[src/rtl/key_scan_pkg.sv]
// Shared types and helpers for the key matrix scanner.
//   scan_state_t    : scan FSM encodings
//   EVT_* positions : bit layout of the single-entry event register {key, pressed}
//   clog2_min1      : counter width helper (never returns less than 1)
package key_scan_pkg;

    typedef enum logic [2:0] {
        ST_IDLE,
        ST_DRIVE,
        ST_SAMPLE,
        ST_UPDATE,
        ST_NEXT
    } scan_state_t;

    // Event register layout: pressed flag in bit 0, key index above it.
    localparam int unsigned EVT_PRESSED_POS = 0;
    localparam int unsigned EVT_KEY_LSB     = 1;

    // Bits needed to hold 0..value-1, at least 1.
    function automatic int unsigned clog2_min1(input int unsigned value);
        int unsigned width;
        width = 1;
        while ((64'd1 << width) < 64'(value)) begin
            width = width + 1;
        end
        return width;
    endfunction

endpackage

[src/rtl/scan_settle_timer.sv]
// Row settle timer: loadable down-counter that stops at zero.
//   i_clk, i_rst_n : clock, async active-low reset
//   i_load         : load iv_load_val (takes priority over counting)
//   i_run          : decrement while non-zero
//   o_done_c       : combinational, high while the count is zero
module scan_settle_timer #(
    parameter int unsigned p_WIDTH = 3
) (
    input  logic               i_clk,
    input  logic               i_rst_n,
    input  logic               i_load,
    input  logic [p_WIDTH-1:0] iv_load_val,
    input  logic               i_run,
    output logic               o_done_c
);

    logic [p_WIDTH-1:0] cnt_q;

    always_ff @(posedge i_clk or negedge i_rst_n) begin
        if (!i_rst_n) begin
            cnt_q <= '0;
        end else if (i_load) begin
            cnt_q <= iv_load_val;
        end else if (i_run && (cnt_q != '0)) begin
            cnt_q <= cnt_q - p_WIDTH'(1);
        end
    end

    assign o_done_c = (cnt_q == '0);

endmodule

[src/rtl/key_matrix_scanner.sv]
// Row-by-row key matrix scanner with per-key debounce counters sharing one
// update datapath. Debounced edges leave as single events on a valid/ready port.
//   i_clk, i_rst_n : clock, async active-low reset
//   i_en           : scan enable
//   ov_row         : active-low row drive (one-cold while scanning)
//   iv_col         : active-low column sense, pre-synchronised
//   o_valid/i_ready: event handshake; ov_key = row*p_COLS+col, o_pressed = polarity
//   ov_state       : debounced key bitmap
module key_matrix_scanner
    import key_scan_pkg::*;
#(
    parameter int unsigned p_ROWS          = 4,
    parameter int unsigned p_COLS          = 4,
    parameter int unsigned p_CNT_WIDTH     = 3,
    parameter int unsigned p_SETTLE_CYCLES = 8,
    parameter int unsigned p_KEY_WIDTH     = 4
) (
    input  logic                     i_clk,
    input  logic                     i_rst_n,
    input  logic                     i_en,
    output logic [p_ROWS-1:0]        ov_row,
    input  logic [p_COLS-1:0]        iv_col,
    output logic                     o_valid,
    input  logic                     i_ready,
    output logic [p_KEY_WIDTH-1:0]   ov_key,
    output logic                     o_pressed,
    output logic [p_ROWS*p_COLS-1:0] ov_state
);

    localparam int unsigned KEYS     = p_ROWS * p_COLS;
    localparam int unsigned ROW_W    = clog2_min1(p_ROWS);
    localparam int unsigned COL_W    = clog2_min1(p_COLS);
    localparam int unsigned SETTLE_W = clog2_min1(p_SETTLE_CYCLES);
    localparam int unsigned EVT_W    = p_KEY_WIDTH + 1;

    scan_state_t              state_q, state_nxt;
    logic [ROW_W-1:0]         row_q, row_nxt;
    logic [COL_W-1:0]         col_q, col_nxt;
    logic [p_COLS-1:0]        sample_q;
    logic [p_CNT_WIDTH-1:0]   cnt_q [KEYS];
    logic [p_ROWS-1:0]        row_drv_nxt;
    logic [EVT_W-1:0]         evt_q, evt_nxt;
    logic                     valid_nxt;
    logic                     tmr_load;
    logic                     tmr_done_c;
    logic                     commit;
    logic [p_KEY_WIDTH-1:0]   key_idx;
    logic                     sample_bit;
    logic                     stable_bit;
    logic [p_CNT_WIDTH-1:0]   cnt_cur;
    logic [p_CNT_WIDTH-1:0]   cnt_new;
    logic                     flip;

    // Settle timer: loaded on entry to DRIVE so DRIVE lasts p_SETTLE_CYCLES cycles.
    scan_settle_timer #(
        .p_WIDTH (SETTLE_W)
    ) u_settle (
        .i_clk       (i_clk),
        .i_rst_n     (i_rst_n),
        .i_load      (tmr_load),
        .iv_load_val (SETTLE_W'(p_SETTLE_CYCLES - 1)),
        .i_run       (state_q == ST_DRIVE),
        .o_done_c    (tmr_done_c)
    );

    // FSM state register.
    always_ff @(posedge i_clk or negedge i_rst_n) begin
        if (!i_rst_n) begin
            state_q <= ST_IDLE;
            row_q   <= '0;
            col_q   <= '0;
        end else begin
            state_q <= state_nxt;
            row_q   <= row_nxt;
            col_q   <= col_nxt;
        end
    end

    // Next-state logic; an UPDATE only commits when no event is left stranded.
    always_comb begin
        state_nxt = state_q;
        row_nxt   = row_q;
        col_nxt   = col_q;
        tmr_load  = 1'b0;
        commit    = 1'b0;
        if (!i_en) begin
            state_nxt = ST_IDLE;
        end else begin
            case (state_q)
                ST_IDLE: begin
                    state_nxt = ST_DRIVE;
                    row_nxt   = '0;
                    tmr_load  = 1'b1;
                end
                ST_DRIVE: begin
                    if (tmr_done_c) begin
                        state_nxt = ST_SAMPLE;
                    end
                end
                ST_SAMPLE: begin
                    state_nxt = ST_UPDATE;
                    col_nxt   = '0;
                end
                ST_UPDATE: begin
                    if (!o_valid || i_ready) begin
                        commit = 1'b1;
                        if (col_q == COL_W'(p_COLS - 1)) begin
                            state_nxt = ST_NEXT;
                        end else begin
                            col_nxt = col_q + COL_W'(1);
                        end
                    end
                end
                ST_NEXT: begin
                    state_nxt = ST_DRIVE;
                    tmr_load  = 1'b1;
                    row_nxt   = (row_q == ROW_W'(p_ROWS - 1)) ? '0 : row_q + ROW_W'(1);
                end
                default: begin
                    state_nxt = ST_IDLE;
                end
            endcase
        end
    end

    // Shared debounce datapath for the key currently addressed by row/col.
    assign key_idx    = p_KEY_WIDTH'(row_q) * p_KEY_WIDTH'(p_COLS) + p_KEY_WIDTH'(col_q);
    assign sample_bit = sample_q[col_q];
    assign stable_bit = ov_state[key_idx];
    assign cnt_cur    = cnt_q[key_idx];

    always_comb begin
        cnt_new = '0;
        flip    = 1'b0;
        if (sample_bit != stable_bit) begin
            if (cnt_cur == {p_CNT_WIDTH{1'b1}}) begin
                flip = 1'b1;
            end else begin
                cnt_new = cnt_cur + p_CNT_WIDTH'(1);
            end
        end
    end

    // Single-entry event register; a same-cycle commit replaces an accepted event.
    always_comb begin
        valid_nxt = o_valid;
        evt_nxt   = evt_q;
        if (commit && flip) begin
            valid_nxt                               = 1'b1;
            evt_nxt[EVT_KEY_LSB +: p_KEY_WIDTH]     = key_idx;
            evt_nxt[EVT_PRESSED_POS]                = sample_bit;
        end else if (o_valid && i_ready) begin
            valid_nxt = 1'b0;
        end
    end

    // Row drive follows the next state so ov_row is registered yet aligned with it.
    always_comb begin
        row_drv_nxt = '1;
        if ((state_nxt == ST_DRIVE) || (state_nxt == ST_SAMPLE) || (state_nxt == ST_UPDATE)) begin
            row_drv_nxt = ~({{(p_ROWS-1){1'b0}}, 1'b1} << row_nxt);
        end
    end

    // Datapath and output registers.
    always_ff @(posedge i_clk or negedge i_rst_n) begin
        if (!i_rst_n) begin
            ov_row   <= '1;
            sample_q <= '0;
            ov_state <= '0;
            o_valid  <= 1'b0;
            evt_q    <= '0;
            for (int unsigned k = 0; k < KEYS; k++) begin
                cnt_q[k] <= '0;
            end
        end else begin
            ov_row  <= row_drv_nxt;
            o_valid <= valid_nxt;
            evt_q   <= evt_nxt;
            if (state_q == ST_SAMPLE) begin
                sample_q <= ~iv_col;
            end
            if (commit) begin
                cnt_q[key_idx] <= cnt_new;
                if (flip) begin
                    ov_state[key_idx] <= sample_bit;
                end
            end
        end
    end

    assign ov_key    = evt_q[EVT_KEY_LSB +: p_KEY_WIDTH];
    assign o_pressed = evt_q[EVT_PRESSED_POS];

endmodule

[config.mk]
export PLATFORM = sky130hd
export DESIGN_NAME = key_matrix_scanner
export DESIGN_NICKNAME = d
export VERILOG_FILES = /design/src/rtl/key_scan_pkg.sv /design/src/rtl/scan_settle_timer.sv /design/src/rtl/key_matrix_scanner.sv
export SDC_FILE = /design/constraint.sdc
export NUM_CORES = 1
export LEC_CHECK = 0
export BUFFER_PORTS_ARGS = -buffer_cell sky130_fd_sc_hd__buf_2
export CAP_MARGIN = 20
export CORE_MARGIN = 5
export CORE_UTILIZATION = 54
export CTS_CLUSTER_SIZE = 25
export DETAILED_ROUTE_END_ITERATION = 16
export PLACE_DENSITY = 0.76
export SLEW_MARGIN = 10
export SYNTH_ARGS = -nofsm -noshare
export SYNTH_HDL_FRONTEND = slang
export SYNTH_HIERARCHICAL = 1
export SYNTH_SLANG_ARGS = --single-unit
[constraint.sdc]
create_clock -name i_clk -period 3.8 [get_ports i_clk]
set_clock_uncertainty 0.1 [all_clocks]
set_input_delay 0.95 -clock i_clk [delete_from_list [all_inputs] [get_ports i_clk]]
set_output_delay 0.95 -clock i_clk [all_outputs]
set_load 0.01 [all_outputs]
Word level (Yosys, flattened, before mapping)
Index checks and enable logic that the tools add are counted.
{ "totals": {"inputBits": 8, "regBits": 88, "out_inout_bits": 26, "word_cells": 108} }
{ "classes": {"n_mux": 38, "shifts": 1, "bitwise": 3, "n_addsub": 5, "order_cmp": 5, "n_eq_ne": 13, "reduce_logical": 18} }
{ "op_table": {"columns": ["operator", "n"], "rows": [
  ["48-bit bitwise mux", 1],
  ["3-bit two-way mux", 11],
  ["16-bit bitwise mux", 1],
  ["3-bit binary-select mux with 4-bit select", 1],
  ["3-bit demux with 4-bit select", 1],
  ["3-bit by 2-bit == test with 1-bit output, second input constant", 4],
  ["1-bit two-way mux", 12],
  ["3-bit one-hot mux with 4 select lines", 1],
  ["2-bit two-way mux", 4],
  ["4-bit NOT", 2],
  ["2-bit one-hot mux with 2 select lines", 2],
  ["3-bit by 1-bit == test with 1-bit output, second input constant", 2],
  ["3-bit == test, second input constant", 2],
  ["3-bit logical NOT", 2],
  ["2-bit nonzero test", 3],
  ["5-bit greater-or-equal comparator, second input constant", 1],
  ["1-bit logical AND", 5],
  ["4-bit by 5-bit less-than comparator with 1-bit output, second input constant", 1],
  ["5-bit by 1-bit less-than comparator with 1-bit output, second input constant", 1],
  ["4-bit NOT with 5-bit output", 1],
  ["2-bit by 1-bit adder with 2-bit output, second input constant", 2],
  ["4-bit by 2-bit adder with 4-bit output", 1],
  ["1-bit binary-select mux with 4-bit select", 1],
  ["1-bit demux with 4-bit select", 1],
  ["other kinds (16)", 20]
]} }

Depth between registers and ports, before layout
{ "logic_depth": {"depth_word": 10, "ltp_mapped": 12, "depth_no_buf": 9} }

Cells and area by module
The synthesis kept the hierarchy.
{ "by_module_without_submodules": {"columns": ["mod", "area_each_um2", "cells_each", "instances"], "rows": [
  ["key_matrix_scanner", 4326.6, 378, 1],
  ["scan_settle_timer", 190.2, 19, 1]
]} }

Worst setup path before layout
No wires, ideal clock.
{ "synth_timing": {"kind": "reg-to-reg", "startpoint": "register col_q[0]", "endpoint": "register cnt_q[18] (netlist name)", "t_arrival_ps": 3473, "stages_incl_launch_ff": 11, "required_ps": 3636, "period_less_slack_ps": 3637, "n_path_buf": 3, "setup_time_ps": 64, "path_slack_ps": 163, "path_cell_list": "dfrtp_1 > buf_6 > buf_1 > mux4_2 > mux4_2 > ha_1 > ha_1 > or3_4 > a211oi_4 > buf_6 > mux2_2"} }
{ "synth_lines": {"columns": ["element", "line", "text"], "rows": [
  ["start: declaration", "key_matrix_scanner.sv:38", "logic [COL_W-1:0] col_q, col_nxt;"],
  ["start signal: assignment", "key_matrix_scanner.sv:75", "col_q <= col_nxt;"]
]} }

==> results by group <==
Synth
  • Synth cell types: between 40 and 50
  • Ys flop type: dfrtp_1
  • Post-synth EDFFs: 0
  • Post-synth top cells: dfrtp_1, mux2_2, nand2_1
  • Synth Instances: 397
  • Cell accounting for the most synthesized area: dfrtp_1
  • Top-count cell post-synth: dfrtp_1
  • Syn. warnings: 6
  • Synth Cell Area: between 4000 and 5000 sq um
  • Avg Cell Area, Syn: ~11 sq um
  • Seq/Total Area, Yosys: 0.4886
  • Post-synth top area share: 0.4654
  • Async S/R FF share, synth: 1.000
  • Flops & latches, synth: 88
  • Top post-synthesis cells by area: dfrtp_1, mux2_2, mux4_2

Power
  • Clock Power Share: 0.292
  • Post-layout power: between 2 and 2.5 mW
  • Sw frac: 0.3311
  • Comb pwr share: 0.267
  • Power per Cell Area: 492.8 nW/um^2
  • P_leak: roughly 2.3 nW
  • Flop pwr share: 0.442
  • Switch Pwr: slightly above 0.8 mW
  • Pint: 1.647 mW
  • Max IR drop VDD: 0.2354 mV

STA
  • Sum Neg Setup Slack: 0 ns
  • Post-route minimum period: approximately 3.5 ns
  • Slew margin rel.: 0.4048
  • RSZ-0062 raised after global routing: no
  • Final setup vio count: 0
  • WHS: between 0.3 and 0.4 ns
  • Fin. Hold Viols: 0
  • Fmax: roughly 0.29 GHz
  • Slew Limit Fails: 0
  • Worst Tran Pin Value: about 0.89 ns
  • Period utilisation layout: 0.9083

CTS
  • Max Buffers Root-to-Sink: 2
  • Clk_lat worst skew: 0.37 ns
  • Clock-pin slew on the worst setup and hold paths: roughly 0.1 ns
  • Post-CTS setup buffers: 0
  • Clk sinks: roughly 90
  • Htree depth: 3
  • TritonCTS clock tree: built
  • Root Driver: clkbuf_8
  • CTS Buf Count: 9

Die
  • Cell row count: 33
  • Core Area: around 8200 sq um
  • Die Height: between 100 and 150 microns
  • Initial core utilization: 0.5525
  • Area of the die: around 10000 sq um
  • DIE WIDTH: roughly 100 microns
  • Total I/O pin count: 34

Critical path
  • Startpoint of the worst-slack reg-to-reg timing path: col_q[1]
  • Critical Path RT: 4.00 ns
  • Reg-to-reg slack, setup: between 0.3 and 0.4 ns
  • Reg2reg end: cnt_q[15]
  • Startpoint types: flip-flop
  • Setup crit end kind: flip-flop
  • CP max FO: 16
  • Worst setup path class: flip-flop to flip-flop
  • CP Data Arrival Time: 3.65 ns
  • Worst Reg-to-Reg Cells: 7

Route
  • Initial drt markers: 187
  • Vias per cell: around 6.1
  • Post-Route WL: between 9000 and 10000 microns
  • Drt drc: 0
  • Post-DRT Antenna Nets: 0
  • Via count: ~3300
  • First-pass detailed-route iteration total: 5
  • Wire per inst: about 19 microns

GRT
  • Total track usage: 0.2051
  • Global-route wire length before repair: between 15000 and 20000 microns
  • Initial antenna violation count: 0
  • Gr ovfl total: 0
  • Largest net degree at the start of global routing: 89
  • Vias in the first global route: 3221

Run status
  • Status: complete, no violations

Final layout
  • Layout Cells excl Fill: 530
  • Layout cell share with drive strength beyond 1: 0.2565
  • Area Growth Syn to Fin: 10.64%
  • ANT cells: 0
  • Filler cell count: between 600 and 700
  • Final core utilization: 0.6113
  • Nets@finish: 440

Placement
  • # placed instances: 513
  • Final HPWL DP: about 6700 microns
  • Gpl congestion: between 0.8 and 0.9
  • IO buf count: 33

Hold path
  • Hold Path Class: primary input to async pin

Job
  • MaxCap Viol Count: 0
-- worst max-delay path, stage by stage (launching register included) --
cell and delay [ns]:
dfrtp_1 0.75, mux4_2 0.42, mux4_2 0.47, ha_1 0.19, ha_1 0.23, or3_4 0.39, a211oi_4 0.57, mux2_2 0.27
-- kinds of logic after synthesis --
logic type,share of synthesized area
compound gates,0.1385
fa+ha+maj,0.03324
buf+inv,0.05263
flops,0.4886
mux,0.1958
other cells,0.0008302
simple gates,0.09031
-- area by class of cell --
class | count | area (sq um) | area share
well taps | 105 | 131.4 | 0.02629
clock buffers | 9 | 123.9 | 0.02479
clock inverters | 7 | 96.34 | 0.01928
flip-flops and latches | 88 | 2208 | 0.4419
repair buffers | 39 | 245.2 | 0.04907
inverters | 30 | 112.6 | 0.02253
multi-input cells | 252 | 2079 | 0.4161
-- how the worst max path moves through the flow --
stage	start	to	slack [ns]	depth (start not counted)
global route	col_q[0]	cnt_q[27]	0.15	9
detailed placement	col_q[0]	cnt_q[33]	0.22	9
floorplan	col_q[0]	cnt_q[18]	0.16	10
finish	col_q[1]	cnt_q[15]	0.35	7
global placement	col_q[0]	cnt_q[36]	0.33	9
CTS	col_q[0]	cnt_q[15]	0.17	9
-- what timing repair did --
item	in CTS	in global routing
resized for setup	0	1
setup endpoints to repair	0	16
hold buffers	0	0
-- placed cells by master, fill, tap and decap left out, types with 2 or more instances in the layout --
master / instances
conb_1: 3
nor2b_1: 2
mux2_2: 32
nand2_1: 30
a21oi_1: 23
mux4_1: 5
nor3_1: 2
o22ai_1: 2
nor2_1: 9
ha_1: 12
a22o_1: 2
o31ai_1: 2
o311a_1: 2
o311ai_1: 2
clkinv_4: 3
dfrtp_1: 83
mux2_1: 10
clkinv_2: 2
dfstp_2: 4
a41oi_1: 17
o22a_1: 3
or4b_1: 3
inv_1: 29
mux4_2: 12
clkbuf_8: 9
nand3_1: 18
o21ai_0: 21
buf_4: 5
buf_2: 32
bufinv_16: 2
nand2b_1: 3
and3_1: 3
o21ai_1: 17
-- power groups by stage --
stage	clock [mW]	sequential, mW	combinational (mW)
2_1_floorplan	0	1.05	0.539
3_3_place_gp	0	1.10	0.624
3_5_place_dp	0	1.11	0.647
4_1_cts	0.728	1.09	0.653
5_1_grt	0.767	1.10	0.720
6_report	0.718	1.09	0.656
-- per-layer routing --
metal	wire length (microns)	part of all wire	vias to the layer above	track usage
li1	-	-	1493	-
met1	4239	0.43	1640	0.2675
met2	4884	0.49	102	0.3260
met3	578	0.058	22	0.05510
met4	188	0.019	0	0.08487
met5	0	0	-	0
-- registers in the layout (all words and copies together), names as in the netlist --
signal          count
cnt_q              48
ov_state           16
evt_q               5
ov_row              4
sample_q            4
state_q             3
u_settle/cnt_q      3
col_q               2
row_q               2
o_valid             1
-- stage by stage --
step,instance area [sq um],setup WS [ns]
finish,4997,0.3485
global route,4997,0.1499
CTS,4969,0.1704
detailed placement,4748,0.2152
global placement,4748,0.3250
floorplan,4524,0.1629
No activity file was read; power rests on OpenSTA's default activity.
